$ cat config.mk
export PLATFORM = sky130hd
export DESIGN_NAME = stack_controller
export DESIGN_NICKNAME = d
export VERILOG_FILES = /design/src/rtl/stack_controller.sv
export SDC_FILE = /design/constraint.sdc
export NUM_CORES = 1
export LEC_CHECK = 0
export CAP_MARGIN = 0
export CORE_AREA = 2 2 39 41
export CTS_BUF_LIST = sky130_fd_sc_hd__clkbuf_2
export DETAILED_ROUTE_END_ITERATION = 10
export DIE_AREA = 0 0 41 43
export HOLD_SLACK_MARGIN = 0.05
export PLACE_DENSITY = 0.94
export SYNTH_ARGS = -nofsm -noshare
export SYNTH_HDL_FRONTEND = slang
export SYNTH_SLANG_ARGS = --single-unit
$ cat constraint.sdc
create_clock -name clk -period 3 [get_ports clk]
set_input_delay 0.3 -clock clk [delete_from_list [all_inputs] [get_ports clk]]
set_output_delay 0.3 -clock clk [all_outputs]
set_load 0.1 [all_outputs]
$ cat src/rtl/stack_controller.sv
// Multi-cycle control unit for a stack-machine datapath: a Moore FSM that
// sequences fetch, decode, stack pops/pushes, ALU ops, memory moves and jumps.
module stack_controller (
    input  logic       clk,
    input  logic       rst,
    input  logic [2:0] opcode,
    output logic       LorD,
    output logic       read,
    output logic       write,
    output logic       StackSrc,
    output logic       tos,
    output logic       push,
    output logic       pop,
    output logic       RegDst,
    output logic       LA,
    output logic       LB,
    output logic       Ain,
    output logic       Bin,
    output logic [1:0] ALUop,
    output logic       next,
    output logic       jump,
    output logic       instr_done,
    output logic [3:0] state
);

    typedef enum logic [3:0] {
        IF    = 4'd0,
        ID    = 4'd1,
        POPA  = 4'd2,
        POPB  = 4'd3,
        ALU   = 4'd4,
        WB    = 4'd5,
        PUSHM = 4'd6,
        POPM  = 4'd7,
        STORE = 4'd8,
        JUMP  = 4'd9,
        BR    = 4'd10
    } stateT;

    logic [3:0] stateReg;
    logic [3:0] stateNext;
    // ALU operation latched while opcode is still valid, so the ALU state
    // drives ALUop from a register rather than from the live input.
    logic [1:0] aluSel;

    always_ff @(posedge clk or posedge rst) begin
        if (rst) begin
            stateReg <= IF;
            aluSel   <= 2'b00;
        end else begin
            stateReg <= stateNext;
            if (stateReg == ID || stateReg == POPA)
                aluSel <= opcode[1:0];
        end
    end

    always_comb begin
        stateNext = IF;
        case (stateReg)
            IF: stateNext = ID;
            ID: begin
                case (opcode)
                    3'b100:  stateNext = PUSHM;
                    3'b101:  stateNext = POPM;
                    3'b110:  stateNext = JUMP;
                    default: stateNext = POPA;
                endcase
            end
            POPA: begin
                case (opcode)
                    3'b000, 3'b001, 3'b010: stateNext = POPB;
                    3'b011:                 stateNext = ALU;
                    3'b111:                 stateNext = BR;
                    default:                stateNext = IF;
                endcase
            end
            POPB:    stateNext = ALU;
            ALU:     stateNext = WB;
            POPM:    stateNext = STORE;
            default: stateNext = IF;
        endcase
    end

    always_comb begin
        LorD       = 1'b0;
        read       = 1'b0;
        write      = 1'b0;
        StackSrc   = 1'b0;
        tos        = 1'b0;
        push       = 1'b0;
        pop        = 1'b0;
        RegDst     = 1'b0;
        LA         = 1'b0;
        LB         = 1'b0;
        Ain        = 1'b0;
        Bin        = 1'b0;
        ALUop      = 2'b00;
        next       = 1'b0;
        jump       = 1'b0;
        instr_done = 1'b0;
        // Reset also masks the IF strobes, so nothing reaches memory or stack.
        if (!rst) begin
            case (stateReg)
                IF: begin
                    read = 1'b1;
                    Ain  = 1'b1;
                    Bin  = 1'b1;
                    next = 1'b1;
                end
                ID: tos = 1'b1;
                POPA, POPM: begin
                    pop    = 1'b1;
                    RegDst = 1'b1;
                    LA     = 1'b1;
                end
                POPB: begin
                    pop = 1'b1;
                    LB  = 1'b1;
                end
                ALU: begin
                    StackSrc = 1'b1;
                    Ain      = 1'b1;
                    Bin      = 1'b1;
                    ALUop    = aluSel;
                end
                WB: begin
                    push       = 1'b1;
                    StackSrc   = 1'b1;
                    instr_done = 1'b1;
                end
                PUSHM: begin
                    read       = 1'b1;
                    LorD       = 1'b1;
                    push       = 1'b1;
                    instr_done = 1'b1;
                end
                STORE: begin
                    write      = 1'b1;
                    LorD       = 1'b1;
                    instr_done = 1'b1;
                end
                JUMP, BR: begin
                    jump       = 1'b1;
                    instr_done = 1'b1;
                end
                default: ;
            endcase
        end
    end

    assign state = stateReg;

endmodule

==> out/results.ini <==
[status]
status = finished, final reports clean

[detailed_routing]
dr.pass1.iters = 4
drc = 0
wl_met3_um = 138
wl_met2_um = 810
top_layer = met4
vias_per_cell = 5.80
vias = 603
wl_mm = 1.57
drtIter0Drc = 23
wl_per_cell_um = 15.1
m1WireLength_um = 597
ant_nets = 0

[sta]
setup_viol = 0
min_period_ps = 2320
slew_headroom_pct = 53.9
min_period_over_period_pct = 77.4
tightestPinTransition_ps = 690
max_freq_mhz = 431
hold_viol_final = 0
layout_setup_ws_ps = 678
finClkSkew_ps = 1.76
rsz0062_at_grt = no
slew_viol_final = 0

[clock_network]
clkTransAtPathRegs_ps = 50
cts_buffers = 3
clock_path_buffers = 2
cts_tree = yes
cts.sinks = 6
cts_root_buffer = clkbuf_2
hold_buffers = 0
clock_latency_ps = 210
ctsResizeCount = 0
cts_setup_buffers = 0
cts.htree.levels = 1

[synthesis]
synth_edf_count = 0
ys_async_sr_fraction_pct = 100
ys.warnings.count = 0
synth_cell_types = 32
synth_flop_cell = dfrtp_1
ys_seq_elements = 6
syn-instance-count = 67
synth_area_um2 = 572
synth_area_per_cell_um2 = 8.53
yosysSeqAreaShare_pct = 26.3
synth.net_count = 72

[cells_and_area]
n_antenna_cell = 0
drive_above_1_share_pct = 45.5
final_common_cell = buf_4
area_growth_pct = 57.8
final_cell_mix = 15 x buf_4, 6 x dfrtp_1, 6 x buf_12, 5 x nor2_1, 4 x clkdlybuf4s50_1
fin_nets = 95

[worst_setup_path]
crit_chain = clkdlybuf4s50_1 > inv_1 > and4_1 > buf_12
worstPathMaxFanout = 12
crit_type = in2out
cp_slowest_cell = clkdlybuf4s50_1
crit_path_end_kind = output pin
critPathRequiredTime_ps = 2700
crit_path_start_kind = input pin
r2r_slack_ps = 1430
critical_path_arrival_ps = 2020
slowest_delay_ps = 920
reg2regPathDepth = 3

[placement]
dp.final_hpwl_mm = 1.21
gp_congestion = 0.827
io_buffers = 25
dp_slack_ps = 669

[die]
initial_core_util_pct = 41.3
die_area_um2 = 1760
io_pins = 26
fp-row-count = 14
die_h_um = 43
core_um2 = 1380
dieWidth_um = 41

[global_route]
grt_overflow = 0
grt_pass1_wl_mm = 2.29
grt_pass1_vias = 538
grt.total_usage_pct = 19.2
antenna_found_initial = 0
grt_max_degree = 16

[hold_path]
hold_class = reg2reg
hold_depth = 1

[job]
maxCapViolCount = 0

==> metrics by stage <==
step | setup TNS (ps) | cell area [um^2] | util, % | instances | hold slack [ps]
final | 0 | 902 | 65.2 | 104 | 523
after global routing | 0 | 902 | 65.2 | 104 | 532
after CTS | 0 | 902 | 65.2 | 104 | 523
after detailed placement | 0 | 887 | 64.1 | 101 | 510
after global placement | 0 | 887 | 64.1 | 101 | 493
after floorplan | -3170 | 641 | - | 67 | 326
==> state kept, by name (all words and copies together), names as in the netlist <==
register	count
aluSel	2
state	4
==> per-layer routing <==
layer / vias up / track usage, %
met5: - / 0
met3: 2 / 3.14
met2: 30 / 31.3
met1: 289 / 22.9
li1: 282 / -
met4: 0 / 9.33
==> worst paths after layout <==
| path | start | endpoint |
|---|---|---|
| worst max-delay path | rst | tos |
| worst min-delay path | aluSel[0]$_DFFE_PP0P_ | aluSel[0]$_DFFE_PP0P_ |
| worst max register to register | state[0]$_DFF_PP0_ | aluSel[0]$_DFFE_PP0P_ |
| worst min register to register | aluSel[0]$_DFFE_PP0P_ | aluSel[0]$_DFFE_PP0P_ |
| max in group asynchronous | rst | aluSel[1]$_DFFE_PP0P_ |
| min in group asynchronous | rst | state[2]$_DFF_PP0_ |
==> synthesized netlist by cell type (2+ instances only) <==
library cell / count / area [um^2]
inv_1: 3 / 11.3
mux2_4: 2 / 30.0
nand2b_4: 2 / 27.5
xor2_1: 2 / 17.5
buf_2: 4 / 20.0
and3_1: 2 / 12.5
a31oi_1: 2 / 12.5
nand2b_1: 3 / 18.8
buf_4: 2 / 15.0
o21ai_0: 2 / 10.0
nor4_1: 3 / 18.8
nor2_1: 6 / 22.5
nor3_1: 5 / 25.0
dfrtp_1: 6 / 150
a21oi_1: 3 / 15.0
xnor2_1: 2 / 17.5
nand2_1: 3 / 11.3
==> worst max-delay path, delay by kind of cell <==
| kind | cells | cell delay (ps) |
|---|---|---|
| buffers and inverters | 3 | 1400 |
| AND/OR/NAND/NOR | 1 | 310 |
==> cell type report <==
type / instances / area [um^2]
fill: 112 / 482
sequential: 6 / 150
clock buffer: 3 / 15.0
tap: 16 / 20.0
inverter: 4 / 15.0
multi-input combinational: 50 / 429
timing repair buffer: 25 / 273
==> cell families (layout without fill, tap and decap cells) <==
kind of cell	after synthesis	after routing	share of synthesized area (%)
buffers and inverters	11	32	10.7
and+or+nand+nor	31	31	34.4
xor gates and xnor gates	4	4	6.13
muxes	4	4	8.97
AOI/OAI and AO/OA	11	11	13.6
DFF	6	6	26.3
Power is left out: the tool's default activity adds up to more than one toggle a clock period on the data nets, which glitch-free logic cannot reach.
